$ cat config.mk
export PLATFORM = sky130hd
export DESIGN_NAME = up_down_mod_counter_flat
export DESIGN_NICKNAME = d
export VERILOG_FILES = /design/src/rtl/up_down_mod_counter_pkg.sv /design/src/rtl/up_down_mod_counter_if.sv /design/src/rtl/up_down_mod_counter_next.sv /design/src/rtl/up_down_mod_counter.sv /design/src/flat_wrapper.sv
export SDC_FILE = /design/constraint.sdc
export NUM_CORES = 1
export LEC_CHECK = 0
export BUFFER_PORTS_ARGS = -buffer_cell sky130_fd_sc_hd__buf_4
export CAP_MARGIN = 20
export CELL_PAD_IN_SITES_DETAIL_PLACEMENT = 0
export CELL_PAD_IN_SITES_GLOBAL_PLACEMENT = 2
export CORE_MARGIN = 2
export CORE_UTILIZATION = 32
export DETAILED_ROUTE_END_ITERATION = 8
export PLACE_DENSITY = 0.9
export SLEW_MARGIN = 10
export SYNTH_ARGS = -nofsm -noshare
export SYNTH_HDL_FRONTEND = slang
export SYNTH_HIERARCHICAL = 1
export SYNTH_SLANG_ARGS = --single-unit
$ cat constraint.sdc
create_clock -name clk -period 2.5 [get_ports clk]
set_input_delay 0.625 -clock clk [delete_from_list [all_inputs] [get_ports clk]]
set_output_delay 0.625 -clock clk [all_outputs]
set_load 0.02 [all_outputs]
$ cat src/rtl/up_down_mod_counter_pkg.sv
// rtl/up_down_mod_counter_pkg.sv - shared constants and TOP helper for the up/down modulo-N counter
package up_down_pkg;

    localparam logic MODE_WRAP = 1'b0;
    localparam logic MODE_SAT  = 1'b1;

    // Widest counter supported; TOP is carried one bit wider so N = 0 never truncates.
    localparam int MAX_WIDTH = 31;

    localparam logic [MAX_WIDTH:0] ONE_EXT = {{MAX_WIDTH{1'b0}}, 1'b1};

    // TOP = N-1, or all ones of the counter width when N = 0 (full range).
    function automatic logic [MAX_WIDTH:0] calc_top(input logic [MAX_WIDTH:0] n_ext,
                                                    input int width);
        logic [MAX_WIDTH:0] ones;
        ones = '0;
        for (int i = 0; i < MAX_WIDTH; i++) begin
            if (i < width) begin
                ones[i] = 1'b1;
            end
        end
        if (n_ext == '0) begin
            return ones;
        end
        return n_ext - ONE_EXT;
    endfunction

endpackage

$ cat src/rtl/up_down_mod_counter_if.sv
// rtl/up_down_mod_counter_if.sv - control and status bundle of the up/down modulo-N counter
interface up_down_mod_counter_if #(
    parameter int WIDTH = 4
);
    logic             en;
    logic             up;
    logic             sat;
    logic             load;
    logic [WIDTH-1:0] load_val;
    logic [WIDTH-1:0] N;
    logic [WIDTH-1:0] count;
    logic             tc;
    logic             wrap_evt;

    modport master (
        output en, up, sat, load, load_val, N,
        input  count, tc, wrap_evt
    );

    modport slave (
        input  en, up, sat, load, load_val, N,
        output count, tc, wrap_evt
    );
endinterface

$ cat src/rtl/up_down_mod_counter_next.sv
// rtl/up_down_mod_counter_next.sv - combinational next-count and wrap decision
module up_down_mod_next
    import up_down_pkg::*;
#(
    parameter int WIDTH = 4
) (
    input  logic [WIDTH-1:0] count_i,
    input  logic [WIDTH-1:0] n_i,
    input  logic             up_i,
    input  logic             sat_i,
    input  logic             en_i,
    input  logic             load_i,
    input  logic [WIDTH-1:0] load_val_i,
    output logic [WIDTH-1:0] count_o,
    output logic             wrap_o
);

    localparam logic [WIDTH-1:0] STEP = {{(WIDTH-1){1'b0}}, 1'b1};

    logic [MAX_WIDTH:0] n_ext;
    logic [MAX_WIDTH:0] cnt_ext;
    logic [MAX_WIDTH:0] lv_ext;
    logic [MAX_WIDTH:0] top_ext;

    // All range comparisons are made on zero-extended values so TOP = 2^WIDTH-1 is exact.
    always_comb begin
        n_ext                  = '0;
        cnt_ext                = '0;
        lv_ext                 = '0;
        n_ext[WIDTH-1:0]       = n_i;
        cnt_ext[WIDTH-1:0]     = count_i;
        lv_ext[WIDTH-1:0]      = load_val_i;
        top_ext                = calc_top(n_ext, WIDTH);
    end

    always_comb begin
        count_o = count_i;
        wrap_o  = 1'b0;
        if (load_i) begin
            count_o = (lv_ext <= top_ext) ? load_val_i : top_ext[WIDTH-1:0];
        end else if (en_i) begin
            if (up_i) begin
                if (cnt_ext < top_ext) begin
                    count_o = count_i + STEP;
                end else if (sat_i == MODE_SAT) begin
                    count_o = top_ext[WIDTH-1:0];
                end else begin
                    // At TOP or above it (N lowered at run time): wrap to zero.
                    count_o = '0;
                    wrap_o  = 1'b1;
                end
            end else begin
                if (cnt_ext > top_ext) begin
                    count_o = top_ext[WIDTH-1:0];
                end else if (count_i == '0) begin
                    if (sat_i != MODE_SAT) begin
                        count_o = top_ext[WIDTH-1:0];
                        wrap_o  = 1'b1;
                    end
                end else begin
                    count_o = count_i - STEP;
                end
            end
        end
    end

endmodule

$ cat src/rtl/up_down_mod_counter.sv
// rtl/up_down_mod_counter.sv - registered up/down modulo-N counter with terminal-count and wrap pulse
module up_down_mod_counter
    import up_down_pkg::*;
#(
    parameter int WIDTH = 4
) (
    input  logic                 clk,
    input  logic                 resetb,
    up_down_mod_counter_if.slave bus
);

    logic [WIDTH-1:0]   count_q;
    logic [WIDTH-1:0]   count_d;
    logic               wrap_q;
    logic               wrap_d;
    logic [MAX_WIDTH:0] n_ext;
    logic [MAX_WIDTH:0] cnt_ext;
    logic [MAX_WIDTH:0] top_ext;
    logic               tc;

    up_down_mod_next #(
        .WIDTH(WIDTH)
    ) u_next (
        .count_i    (count_q),
        .n_i        (bus.N),
        .up_i       (bus.up),
        .sat_i      (bus.sat),
        .en_i       (bus.en),
        .load_i     (bus.load),
        .load_val_i (bus.load_val),
        .count_o    (count_d),
        .wrap_o     (wrap_d)
    );

    always_ff @(posedge clk or negedge resetb) begin
        if (!resetb) begin
            count_q <= '0;
            wrap_q  <= 1'b0;
        end else begin
            count_q <= count_d;
            wrap_q  <= wrap_d;
        end
    end

    // Terminal count is decoded straight from the live count, direction and modulus.
    always_comb begin
        n_ext              = '0;
        cnt_ext            = '0;
        n_ext[WIDTH-1:0]   = bus.N;
        cnt_ext[WIDTH-1:0] = count_q;
        top_ext            = calc_top(n_ext, WIDTH);
        if (bus.up) begin
            tc = (cnt_ext == top_ext);
        end else begin
            tc = (count_q == '0);
        end
    end

    assign bus.count    = count_q;
    assign bus.wrap_evt = wrap_q;
    assign bus.tc       = tc;

endmodule

$ cat src/flat_wrapper.sv
// flat-port wrapper written by rule: the top's interface ports become plain ports
module up_down_mod_counter_flat import up_down_pkg::*;
#(
    parameter int WIDTH = 4
)
  (clk, resetb, bus_en, bus_up, bus_sat, bus_load, bus_load_val, bus_N, bus_count, bus_tc, bus_wrap_evt);
  up_down_mod_counter_if #(.WIDTH(WIDTH)) bus_i ();
  input  logic clk;
  input  logic resetb;
  input wire logic [$bits(bus_i.en)-1:0] bus_en;
  input wire logic [$bits(bus_i.up)-1:0] bus_up;
  input wire logic [$bits(bus_i.sat)-1:0] bus_sat;
  input wire logic [$bits(bus_i.load)-1:0] bus_load;
  input wire logic [$bits(bus_i.load_val)-1:0] bus_load_val;
  input wire logic [$bits(bus_i.N)-1:0] bus_N;
  output wire logic [$bits(bus_i.count)-1:0] bus_count;
  output wire logic [$bits(bus_i.tc)-1:0] bus_tc;
  output wire logic [$bits(bus_i.wrap_evt)-1:0] bus_wrap_evt;
  assign bus_i.en = bus_en;
  assign bus_i.up = bus_up;
  assign bus_i.sat = bus_sat;
  assign bus_i.load = bus_load;
  assign bus_i.load_val = bus_load_val;
  assign bus_i.N = bus_N;
  assign bus_count = bus_i.count;
  assign bus_tc = bus_i.tc;
  assign bus_wrap_evt = bus_i.wrap_evt;
  up_down_mod_counter #(.WIDTH(WIDTH)) u_core (.clk(clk), .resetb(resetb), .bus(bus_i));
endmodule
# Yosys cells after proc, flatten, opt, wreduce, memory -nomap -nowiden
# Index checks and enable logic that the tools add are counted.
# word_totals
word_cells	34
ff_bits	5
# op_classes
n_eq_ne	2
n_reduce_logical	4
magnitude_cmp	3
addsub	3
n_mux	20
# op_table
operator	count
32-bit 2-to-1 mux	2
4-bit 2-to-1 mux	9
4-bit by 32-bit equality test with 1-bit output	1
4-bit by 32-bit greater-than comparator with 1-bit output	1
4-bit by 32-bit less-or-equal comparator with 1-bit output	1
4-bit by 32-bit < comparator with 1-bit output	1
1-bit 2-to-1 mux	9
4-bit logical NOT	2
5-bit inequality test (second input constant)	1
4-bit by 1-bit subtractor with 5-bit output (second input constant)	1
4-bit by 1-bit adder with 4-bit output (second input constant)	1
4-bit by 1-bit subtractor with 4-bit output (second input constant)	1
2-bit AND reduction	1
2-bit nonzero test	1

# Logic depth before layout (Yosys ltp)
# Gate-level depths: netlist of the first run.
# depth
word_depth	9
mapped_depth	13
depth_no_buf	12

# Cells and area by module
# Netlist of the first run, hierarchy kept.
# by_module_without_submodules
mod	area_each_um2	n_inst	seq_area_each_um2	cells_each
up_down_mod_next	773.2	1	0.0	104
up_down_mod_counter	266.5	1	125.1	23

# Least setup slack after synthesis of the first run
# OpenSTA, ideal clock, no wires.
# synth_timing
kind	input to register
start	in bus_N[0]
end	reg u_core.count_q[0], in the netlist u_core/bus.count[0]
arrival_time_ns	2.833
stages	12
setup_slack_ns	-0.462
path_cell_list	inv_1 > ha_1 > o21bai_1 > a21oi_1 > a41oi_1 > inv_1 > ha_1 > a41o_2 > a21oi_4 > mux2_2 > a22oi_1 > o31ai_1
# synth_between
elab_chain_len	9
# synth_rtl
element	line_no	source
start, declared	flat_wrapper.sv:15	input wire logic [$bits(bus_i.N)-1:0] bus_N;
parallel branches: the longest is 2 deep, another holds 4-bit by 1-bit subtractor with 5-bit output	-	
32-bit 2-to-1 mux (*)	up_down_mod_counter_pkg.sv:25	return n_ext - ONE_EXT;
parallel branches: the longest is 5 deep, another holds 4-bit by 32-bit greater-than comparator with 1-bit output	-	
4-bit 2-to-1 mux (*)	up_down_mod_counter_next.sv:39	if (load_i) begin
via u_core.count_d[0]	up_down_mod_counter.sv:13	logic [WIDTH-1:0] count_d;
end signal, assigned	up_down_mod_counter.sv:40	count_q <= count_d;
end, declared	up_down_mod_counter.sv:12	logic [WIDTH-1:0] count_q;
# Mark *: on every way through the listed nets, which the timed path passes. The select of a mux whose other input is x is not followed.
# A chain may end at the register's enable or synchronous reset.

# Worst setup path in the final report of the first run
# layout_timing
start	in bus_N[1]
end	reg u_core.count_q[0], in the netlist u_core/bus.count[0]
# Same word-level chain as after synthesis.

==> results of run 1 <==
state kept, by name, indices dropped and copies added, names as in the netlist:
register and cells:
u_core/bus.wrap_evt 1, u_core/bus.count 4
cell usage after synthesis (2+ instances only):
cell type / n / share of area, %
sky130_fd_sc_hd__o211ai_1: 3 / 2.2
sky130_fd_sc_hd__mux2i_1: 3 / 2.9
sky130_fd_sc_hd__a21oi_2: 2 / 1.7
sky130_fd_sc_hd__nor3_1: 6 / 2.9
sky130_fd_sc_hd__nor2b_1: 3 / 1.8
sky130_fd_sc_hd__nor2_1: 5 / 1.8
sky130_fd_sc_hd__nand3_1: 4 / 1.9
sky130_fd_sc_hd__a22oi_1: 2 / 1.4
sky130_fd_sc_hd__dfrtp_1: 5 / 12
sky130_fd_sc_hd__a22o_1: 2 / 1.7
sky130_fd_sc_hd__a21o_1: 2 / 1.4
sky130_fd_sc_hd__xnor2_1: 2 / 1.7
sky130_fd_sc_hd__ha_1: 13 / 16
sky130_fd_sc_hd__or3_1: 2 / 1.2
sky130_fd_sc_hd__o21bai_1: 2 / 1.4
sky130_fd_sc_hd__mux2_2: 2 / 2.2
sky130_fd_sc_hd__a221oi_1: 2 / 1.7
sky130_fd_sc_hd__o31ai_1: 2 / 1.4
sky130_fd_sc_hd__nand2_1: 9 / 3.2
sky130_fd_sc_hd__buf_2: 2 / 0.96
sky130_fd_sc_hd__inv_1: 14 / 5.1
sky130_fd_sc_hd__a311oi_1: 2 / 1.7
sky130_fd_sc_hd__a21oi_1: 7 / 3.4
sky130_fd_sc_hd__o21ai_0: 3 / 1.4
sky130_fd_sc_hd__xor2_1: 2 / 1.7
layer usage:
layer	GRT usage, %	up-vias	wire length (microns)
li1	-	568	-
met1	26.0	576	1480
met2	32.7	35	1670
met3	3.84	2	171
met4	1.86	0	13
met5	0	-	0
where the power goes:
part	internal (uW)	total, uW	switching [uW]
logic	329	646	316
registers	96.5	128	32.0
clock network	60.5	95.7	35.2
worst max-delay path, cell delays in order:
cell and delay [ns]:
sky130_fd_sc_hd__buf_8 0.08, sky130_fd_sc_hd__clkinvlp_4 0.13, sky130_fd_sc_hd__ha_4 0.20, sky130_fd_sc_hd__o21bai_4 0.17
sky130_fd_sc_hd__a21oi_2 0.15, sky130_fd_sc_hd__a41oi_2 0.06, sky130_fd_sc_hd__inv_2 0.14, sky130_fd_sc_hd__ha_4 0.23
sky130_fd_sc_hd__a41o_4 0.21, sky130_fd_sc_hd__a21oi_4 0.19, sky130_fd_sc_hd__mux2_4 0.33, sky130_fd_sc_hd__a22oi_2 0.16
sky130_fd_sc_hd__o31ai_2 0.10
stage by stage:
stage          cell area, sq um  power [uW]  hold slack [ns]  TNS [ns]  setup WS, ns
2_1_floorplan              1120         480            0.329    -0.968        -0.255
3_3_place_gp               1460         669            0.434     -1.87        -0.428
3_5_place_dp               1460         678            0.435     -2.21        -0.489
4_1_cts                    1600         823            0.170    -0.417       -0.0932
5_1_grt                    1670         936            0.166     -1.11        -0.214
6_report                   1670         870            0.174    -0.715        -0.159
final cells by class:
cell class / count / area [sq um]
Fill cell: 287 / 1410
Multi-Input combinational cell: 103 / 1010
Timing Repair Buffer: 45 / 393
Sequential cell: 5 / 125
Inverter: 14 / 60.1
Tap cell: 44 / 55.1
Clock buffer: 4 / 26.3
cells by family (layout without fill, tap and decap cells):
| logic type | Yosys count | count (layout) | synth area share, % |
|---|---|---|---|
| muxes | 5 | 5 | 5.05 |
| xor gates and xnor gates | 5 | 5 | 5.90 |
| AOI/OAI and AO/OA | 40 | 40 | 30.8 |
| DFF | 5 | 5 | 12.0 |
| and+or+nand+nor | 40 | 40 | 22.7 |
| adders and majority gates | 13 | 13 | 15.6 |
| buffers and inverters | 19 | 63 | 7.82 |
worst paths after layout:
kind	to	slack (ns)	cells past startpoint
hold / removal	u_core/bus.count[3]$_DFF_PN0_	0.17	1
setup reg to reg	u_core/bus.count[1]$_DFF_PN0_	0.41	7
max in group asynchronous	u_core/bus.count[2]$_DFF_PN0_	2.21	1
hold reg to reg	u_core/bus.count[0]$_DFF_PN0_	0.78	3
setup / recovery	u_core/bus.count[0]$_DFF_PN0_	-0.16	13
min in group clk	u_core/bus.wrap_evt$_DFF_PN0_	0.63	2
repair_timing:
action / CTS / global route
setup endpoints to repair: 6 / 6
setup buffers: 4 / 2
pin swaps: 15 / 14
gates resized for setup: 13 / 15
==> qor.yml, run 1 <==
status: "finished with violations"
failed_checks: "negative setup slack"
layout_commonest_cell: "sky130_fd_sc_hd__buf_4"
avgSynthCellArea_sq_um: 8.19
cts_made_buffers: 3
synth.lib_cells_used.distinct: 51
firstDrtPassIters: 4
synth-main-ff-cell: "sky130_fd_sc_hd__dfrtp_1"
warnings_synthesis: 6
worst-path-max-fanout: 4
post-route-util_pct: 54.3
syn2layout_area_growth_pct: 60.9
ys_seq_elements: 5
syn_inst: 127
syn_nets: 154
peakVddDrop_mv: 0.154
worst_case_setup_margin_in_the_final_layout_ns: -0.159
cp-end-kind: "register"
setup_failing_eps_final: 6
commonest_non_fill_non_tap_cells_in_the_layout: "37 x sky130_fd_sc_hd__buf_4, 9 x sky130_fd_sc_hd__nand2_1, 8 x sky130_fd_sc_hd__inv_1"
netlist_area_before_placement_sq_um: 1040
drv_slew: 0
synthArstFlopShare_pct: 100
grt_overflow: 0
numPlacedInstances: 205
cts.htree.levels: 1
layout_worst_path_cycle_share_pct: 106
cts_tree: "done"
setup.worst_path.class: "input port to register"
io_buffer_count: 19
die_height_microns: 61
via_count: 1181
cts_buffer_depth: 2
grt_antenna_before_repair: 0
crit_arrival_ns: 2.78
r2r-start: "u_core/bus.count[1]$_DFF_PN0_"
insertedDiodeCount: 0
timing.critical_path.from: "bus_N[1]"
grt_start_max_net_pins: 14
floorplan.rows: 20
io-pin-count: 20
hold_path_class: "input port to async pin"
clock_edge_transition_at_the_registers_on_the_reported_setup_and_hold_paths_ns: 0.05
worst_setup_sp_type: "input port"
core-area_sq_um: 3080
clockRootBuffer: "sky130_fd_sc_hd__clkbuf_4"
first_iter_violations: 61
final_cell_count_no_fill: 215
clkLatencyLatePin_ns: 0.25
floorplan.initialDensity_pct: 33.8
number_of_nets_at_the_end_of_the_flow: 199
max_freq_mhz: 376
drive_gt1_share_pct: 52.0
detail_route.drc_violations: 0
timing.final.crit_period_ns: 2.66
final_replace_weighted_congestion: 0.818
total_leakage_power_uw: 0.000722
fp.dieW_microns: 61
wl_microns: 3340
grt_first_pass_wirelength_microns: 5380
worst_clock_skew_ns: 0.00348
cts_hold_buffers: 0
grt_pass1_vias: 1161
power_density_nw_per_um2: 520
tightest_slew_ns: 0.476
avgViaCountPerCell: 5.49
hpwl_microns: 2440
ant_nets: 0
drv_cap: 0
grt_use_total_pct: 19.2
routed_wire_length_per_instance_microns: 15.5
grt_setup_unrepaired: "yes"
report.final.hold_viol_count: 0
synth_seq_area_share_pct: 12.0
die-area_sq_um: 3720
cts_sinks: 5
count_of_flip_flops_with_a_built_in_enable_after_synthesis: 0
slew_headroom_pct: 68.3
cp_data_required_time_ns: 2.62
Power figures use the tool's default switching activity.
==> inputs of run 2 (changes only) <==
--- a/config.mk
+++ b/config.mk
@@ -5,12 +5,14 @@
 export SDC_FILE = /design/constraint.sdc
 export NUM_CORES = 1
 export LEC_CHECK = 0
+export ABC_AREA = 1
 export BUFFER_PORTS_ARGS = -buffer_cell sky130_fd_sc_hd__buf_4
 export CAP_MARGIN = 20
 export CELL_PAD_IN_SITES_DETAIL_PLACEMENT = 0
 export CELL_PAD_IN_SITES_GLOBAL_PLACEMENT = 2
+export CORE_ASPECT_RATIO = 1.25
 export CORE_MARGIN = 2
-export CORE_UTILIZATION = 32
+export CORE_UTILIZATION = 28
 export DETAILED_ROUTE_END_ITERATION = 8
 export PLACE_DENSITY = 0.9
 export SLEW_MARGIN = 10
==> qor.yml, run 2 <==
status: "completed"
ctsResizeCount: 0  # -13
slew_headroom_pct: 74.4  # +6.1 points
worst_case_setup_margin_in_the_final_layout_ns: 0.141  # +0.300 ns
crit_arrival_ns: 1.73  # -1.05 ns
core-area_sq_um: 3720  # +21%
timing.final.crit_period_ns: 2.36  # -0.300 ns
avgSynthCellArea_sq_um: 5.85  # -29%
final_worst_hold_slack_ns: 0.200  # +0.0266 ns
share_of_power_burned_in_combinational_logic_pct: 64.8  # -9.4 points
setup.worst_path.class: "input port to output pin"
clkLatencyLatePin_ns: 0.22  # -0.03 ns
final_cell_count_no_fill: 259  # +20%
final-seq-area_sq_um: 125  # unchanged
drive_gt1_share_pct: 24.2  # -28 points
die-area_sq_um: 4330  # +16%
routed-wl-met2_microns: 1630  # -2.3%
hold_path_class: "input port to async pin"
cts_sinks: 5  # unchanged
cts.htree.levels: 1  # unchanged
clock_power_share_pct: 18.8  # +7.8 points
grt_start_max_net_pins: 10  # -4
cp_data_required_time_ns: 1.88  # -0.74 ns
number_of_cells_traversed_by_the_worst_register_to_register_path: 14  # +7
final_replace_weighted_congestion: 0.865  # +5.7%
fp.dieW_microns: 59.3  # -2.8%
area_of_the_multi_input_gates_sq_um: 848  # -16%
io-pin-count: 20  # unchanged
synth-main-ff-cell: "sky130_fd_sc_hd__dfrtp_1"
drv_cap: 0  # unchanged
commonest_non_fill_non_tap_cells_in_the_layout: "59 x sky130_fd_sc_hd__nand2_1, 32 x sky130_fd_sc_hd__inv_1, 30 x sky130_fd_sc_hd__buf_4"
drv_slew: 0  # unchanged
routed_wire_length_per_instance_microns: 12.0  # -23%
cts_hold_buffers: 0  # unchanged
worst_clock_skew_ns: 0.000616  # -0.00286 ns
grt_overflow: 0  # unchanged
report.final.hold_viol_count: 0  # unchanged
sequentialPowerShare_pct: 16.4  # +1.6 points
layout.cell_area.non_filler_sq_um: 1440  # -14%
synth_largest_type_area_fraction_pct: 21.1  # +5.4 points
hpwl_microns: 2510  # +3.0%
fillerInstances: 411  # +43%
numPlacedInstances: 255  # +24%
switching_share_pct: 47.1  # +3.0 points
grt_use_total_pct: 15.3  # -3.9 points
detail_route.drc_violations: 0  # unchanged
setup_failing_eps_final: 0  # -6
number_of_nets_at_the_end_of_the_flow: 247  # +24%
cts_buffer_depth: 2  # unchanged
worst_setup_sp_type: "input port"
clockRootBuffer: "sky130_fd_sc_hd__clkbuf_8"
r2r-start: "u_core/bus.count[1]$_DFF_PN0_"
grt_pass1_vias: 1150  # -0.95%
netlist_top_cells_area: "sky130_fd_sc_hd__nand2_1 21%, sky130_fd_sc_hd__ha_1 15%, sky130_fd_sc_hd__dfrtp_1 12%"
count_of_flip_flops_with_a_built_in_enable_after_synthesis: 0  # unchanged
floorplan.rows: 25  # +25%
timing.reg2reg.setup_slack_ns: 0.65  # +0.24 ns
met3_length_microns: 101  # -41%
post-route-util_pct: 38.8  # -16 points
first_iter_violations: 39  # -36%
synth_area_leader: "sky130_fd_sc_hd__nand2_1"
cp-end-kind: "output pin"
worst-path-max-fanout: 4  # unchanged
netlist_area_before_placement_sq_um: 1070  # +2.9%
tightest_slew_ns: 0.385  # -0.0911 ns
detailed_place.area_sq_um: 1360  # -7.0%
ant_nets: 0  # unchanged
synth.lib_cells_used.distinct: 25  # -51%
syn2layout_area_growth_pct: 34.9
synthArstFlopShare_pct: 100  # unchanged
maxUsedRoutingLayer: "met4"
synth_commonest_cells: "60 x sky130_fd_sc_hd__nand2_1, 33 x sky130_fd_sc_hd__inv_1, 17 x sky130_fd_sc_hd__nand3_1, 13 x sky130_fd_sc_hd__ha_1, 12 x sky130_fd_sc_hd__nor2_1"
die_height_microns: 73.1  # +20%
power_density_nw_per_um2: 540  # +3.8%
max_freq_mhz: 424  # +13%
io_buffer_count: 19  # unchanged
warnings_synthesis: 6  # unchanged
largest_register_ff_count: 4  # unchanged
layout_commonest_cell: "sky130_fd_sc_hd__nand2_1"
avgViaCountPerCell: 4.68  # -15%
via_count: 1212  # +2.6%
dp_slack_ns: -0.115  # +0.373 ns
peakVddDrop_mv: 0.316  # +110%
ys_seq_elements: 5  # unchanged
grt_setup_unrepaired: "no"
total_leakage_power_uw: 0.000834  # +15%
netSwitchingPower_uw: 367  # -4.4%
synth_seq_area_share_pct: 11.7  # -0.34 points
grt_antenna_before_repair: 0  # unchanged
syn_nets: 210  # +36%
worst_r2r_endpoint: "u_core/bus.count[0]$_DFF_PN0_"
cts_tree: "done"
clock_edge_transition_at_the_registers_on_the_reported_setup_and_hold_paths_ns: 0.03  # -0.02 ns
cts.repair_timing.setup_buffer_count: 0  # -4
post-synth-top-count-cell: "sky130_fd_sc_hd__nand2_1"
internal_power_component_uw: 412  # -15%
insertedDiodeCount: 0  # unchanged
wl_microns: 3110  # -6.9%
firstDrtPassIters: 4  # unchanged
routedLengthMet1_microns: 1350  # -8.8%
layout_worst_path_cycle_share_pct: 94.4  # -12 points
grt_first_pass_wirelength_microns: 5020  # -6.7%
cts_made_buffers: 3  # unchanged
syn_inst: 183  # +44%
floorplan.initialDensity_pct: 28.7  # -5.0 points
-- run 2: per-layer routing --
| metal | up-vias | global-route usage (%) |
|---|---|---|
| li1 | 652 | - |
| met1 | 524 | 17.7 |
| met2 | 32 | 29.3 |
| met3 | 4 | 1.06 |
| met4 | 0 | 3.79 |
| met5 | - | 0 |
-- run 2: layout make-up --
| type | count | share of cell area [%] |
|---|---|---|
| tap | 40 | 3.47 |
| clock buffer | 4 | 3.12 |
| sequential | 5 | 8.67 |
| inverter | 33 | 8.76 |
| multi-input combinational | 145 | 58.8 |
| timing repair buffer | 32 | 17.2 |
-- run 2: worst max-delay path by stage --
stage	to	slack [ns]	from
after floorplan	u_core/bus.count[3]$_DFF_PN0_	0.09	bus_N[0]
after global placement	u_core/bus.count[3]$_DFF_PN0_	-0.09	bus_N[1]
after detailed placement	u_core/bus.count[3]$_DFF_PN0_	-0.12	bus_N[1]
after CTS	bus_tc	0.08	bus_N[0]
after global routing	u_core/bus.count[2]$_DFF_PN0_	0.007	bus_N[1]
final	bus_tc	0.14	bus_N[0]
-- run 2: logic make-up after synthesis --
family / count (synthesis) / synth area share, %
fa+ha+maj: 13 / 15.2
simple gates: 105 / 46.9
buf+inv: 33 / 11.6
compound gates: 23 / 11.3
flops: 5 / 11.7
xor+xnor: 4 / 3.28
-- run 2: stage by stage --
| stage | setup TNS (ns) | total power [uW] |
|---|---|---|
| 4_1_cts | 0 | 775 |
| 3_5_place_dp | -0.512 | 621 |
| 6_report | 0 | 778 |
| 3_3_place_gp | -0.393 | 626 |
| 2_1_floorplan | 0 | 449 |
| 5_1_grt | 0 | 854 |
-- run 2: power by group through the flow --
stage,Sequential (uW),Combinational [uW],Clock [uW]
floorplan,142,307,0
global placement,130,496,0
detailed placement,130,492,0
CTS,129,494,152
global route,133,567,154
finish,127,505,147
-- run 2: worst max-delay path: stages --
cell and delay (ns):
sky130_fd_sc_hd__buf_4 0.12, sky130_fd_sc_hd__buf_6 0.12, sky130_fd_sc_hd__inv_4 0.06, sky130_fd_sc_hd__ha_4 0.20, sky130_fd_sc_hd__nand2_1 0.05, sky130_fd_sc_hd__inv_1 0.04, sky130_fd_sc_hd__nor2_1 0.09, sky130_fd_sc_hd__nand3_1 0.08
sky130_fd_sc_hd__nor2_1 0.11, sky130_fd_sc_hd__nand2_1 0.05, sky130_fd_sc_hd__nand2_1 0.07, sky130_fd_sc_hd__buf_6 0.11
==> inputs of run 3 (changes only) <==
--- a/config.mk
+++ b/config.mk
@@ -11,7 +11,6 @@
 export CELL_PAD_IN_SITES_DETAIL_PLACEMENT = 0
 export CELL_PAD_IN_SITES_GLOBAL_PLACEMENT = 2
 export CORE_ASPECT_RATIO = 1.25
-export CORE_MARGIN = 2
 export CORE_UTILIZATION = 28
 export DETAILED_ROUTE_END_ITERATION = 8
 export PLACE_DENSITY = 0.9
==> constraint.sdc (replaced) <==
create_clock -name clk -period 2.5 [get_ports clk]
set_input_delay 0.25 -clock clk [delete_from_list [all_inputs] [get_ports clk]]
set_output_delay 0.25 -clock clk [all_outputs]
set_load 0.02 [all_outputs]
==> qor.yml, run 3 (synthesized netlist as in run 2, its figures left out) <==
cp-end-kind: "register"
cts_hold_buffers: 1  # +1
floorplan.rows: 24  # -4.0%
floorplan.initialDensity_pct: 29.9  # +1.2 points
total_leakage_power_uw: 0.000801  # -3.9%
layout_commonest_cell: "sky130_fd_sc_hd__nand2_1"
timing.critical_path.from: "bus_N[0]"
timing.final.crit_period_ns: 2.22  # -0.141 ns
detail_route.drc_violations: 3  # +3
drive_gt1_share_pct: 18.4  # -5.8 points
drv_cap: 0  # unchanged
crit_arrival_ns: 2.32  # +0.59 ns
worst-path-max-fanout: 8  # +4
wl_microns: 2950  # -5.1%
grt_use_total_pct: 15.8  # +0.51 points
numPlacedInstances: 246  # -3.5%
final_replace_weighted_congestion: 0.853  # -1.4%
slew_headroom_pct: 75.4  # +1.1 points
core-area_sq_um: 3570  # -4.0%
routed_wire_length_per_instance_microns: 11.8  # -2.0%
final.setup.tns_ns: 0  # unchanged
grt_setup_unrepaired: "no"
timing.reg2reg.setup_slack_ns: 0.62  # -0.03 ns
fp.dieW_microns: 57.3  # -3.4%
drv_slew: 0  # unchanged
insertedDiodeCount: 0  # unchanged
cts_made_buffers: 3  # unchanged
clock_edge_transition_at_the_registers_on_the_reported_setup_and_hold_paths_ns: 0.04  # about the same
cts_buffer_depth: 2  # unchanged
worstSetupEndpoint: "u_core/bus.count[3]$_DFF_PN0_"
hold_path_class: "input port to register"
worst_r2r_endpoint: "u_core/bus.count[3]$_DFF_PN0_"
number_of_nets_at_the_end_of_the_flow: 240  # -2.8%
grt_overflow: 0  # unchanged
peakVddDrop_mv: 0.325  # +2.7%
io_buffer_count: 19  # unchanged
clockRootBuffer: "sky130_fd_sc_hd__clkbuf_8"
cp_data_required_time_ns: 2.61  # +0.73 ns
status: "finished with violations"
hpwl_microns: 2390  # -4.8%
largest_register_ff_count: 4  # unchanged
io-pin-count: 20  # unchanged
r2r-start: "u_core/bus.count[2]$_DFF_PN0_"
post-route-util_pct: 37.9  # -0.87 points
grt_antenna_before_repair: 0  # unchanged
max_freq_mhz: 451  # +6.4%
grt_pass1_vias: 1152  # +0.17%
cts.htree.levels: 1  # unchanged
power_density_nw_per_um2: 558  # +3.4%
setup.worst_path.class: "input port to register"
clkLatencyLatePin_ns: 0.22  # about the same
ant_nets: 0  # unchanged
grt_start_max_net_pins: 10  # unchanged
layout.cell_area.non_filler_sq_um: 1350  # -6.2%
die_height_microns: 71.1  # -2.7%
report.final.hold_viol_count: 0  # unchanged
failed_checks: "design-rule violations"
first_iter_violations: 42  # +7.7%
worst_setup_sp_type: "input port"
final_cell_count_no_fill: 251  # -3.1%
ctsResizeCount: 0  # unchanged
cts_sinks: 5  # unchanged
grt_first_pass_wirelength_microns: 5090  # +1.5%
cts.repair_timing.setup_buffer_count: 0  # unchanged
die-area_sq_um: 4070  # -6.0%
number_of_cells_traversed_by_the_worst_register_to_register_path: 14  # unchanged
commonest_non_fill_non_tap_cells_in_the_layout: "60 x sky130_fd_sc_hd__nand2_1, 33 x sky130_fd_sc_hd__inv_1, 24 x sky130_fd_sc_hd__buf_4"
timing.hold.worst_path_depth: 2
via_count: 1171  # -3.4%
worst_clock_skew_ns: 0.00266  # +0.00205 ns
setup_failing_eps_final: 0  # unchanged
syn2layout_area_growth_pct: 26.5
avgViaCountPerCell: 4.67  # -0.30%
layout_worst_path_cycle_share_pct: 88.7  # -5.7 points
detailed_place.area_sq_um: 1300  # -4.5%
cts_tree: "done"
tightest_slew_ns: 0.369  # -0.0160 ns
firstDrtPassIters: 7  # +3
[run 3: changes by cell type in the layout (fill, tap and decap cells not counted), moves of 2 or more]
| cell | delta |
|---|---|
| sky130_fd_sc_hd__buf_6 | -2 |
| sky130_fd_sc_hd__ha_2 | -2 |
| sky130_fd_sc_hd__ha_1 | +3 |
| sky130_fd_sc_hd__buf_4 | -6 |
[run 3: how the worst min path moves through the flow]
stage,from,endpoint,slack (ns)
final,bus_load,u_core/bus.wrap_evt$_DFF_PN0_,0.26
after floorplan,resetb,u_core/bus.count[0]$_DFF_PN0_,-0.05
after global placement,resetb,u_core/bus.count[1]$_DFF_PN0_,0.06
after detailed placement,resetb,u_core/bus.wrap_evt$_DFF_PN0_,0.05
after CTS,bus_load,u_core/bus.wrap_evt$_DFF_PN0_,0.26
after global routing,bus_load,u_core/bus.wrap_evt$_DFF_PN0_,0.27
[run 3: through the flow]
stage	setup slack (ns)	power, uW	hold slack (ns)
finish	0.282	755	0.262
global route	0.0449	842	0.274
CTS	0.273	763	0.263
detailed placement	0.0559	609	0.0547
global placement	0.105	617	0.0550
floorplan	0.460	449	-0.0456
[run 3: layout make-up]
class                           count  area [sq um]
Fill cell                         410          2220
Multi-Input combinational cell    145           821
Timing Repair Buffer               25           190
Sequential cell                     5           125
Inverter                           33           124
Tap cell                           39          48.8
Clock buffer                        4          45.0
[run 3: worst max-delay path, cell delays in order]
cell and delay (ns):
sky130_fd_sc_hd__buf_4 0.13, sky130_fd_sc_hd__inv_1 0.18, sky130_fd_sc_hd__ha_1 0.25, sky130_fd_sc_hd__a21oi_1 0.09, sky130_fd_sc_hd__nand2_1 0.08, sky130_fd_sc_hd__nand2_1 0.11
sky130_fd_sc_hd__ha_1 0.32, sky130_fd_sc_hd__nand2_1 0.05, sky130_fd_sc_hd__inv_1 0.06, sky130_fd_sc_hd__nand2_1 0.05, sky130_fd_sc_hd__nand2_1 0.17, sky130_fd_sc_hd__nand2_4 0.11
sky130_fd_sc_hd__nand2_1 0.07, sky130_fd_sc_hd__nand2_1 0.04, sky130_fd_sc_hd__nor2_1 0.12, sky130_fd_sc_hd__nor2_1 0.05, sky130_fd_sc_hd__nand2_1 0.05, sky130_fd_sc_hd__nand2_1 0.04
sky130_fd_sc_hd__nand2_1 0.05, sky130_fd_sc_hd__nand2_1 0.05
[run 3: power breakdown]
group          switching (uW)  total, uW  internal [uW]
clock network            38.0        147            109
registers                21.0        117           95.9
logic                     299        491            192
total                     359        755            397
[run 3: per-layer routing]
layer	routed length, microns	global-route usage (%)
met3	108	1.28
met4	0	4.34
met1	1390	19.9
met5	0	0
met2	1450	28.5
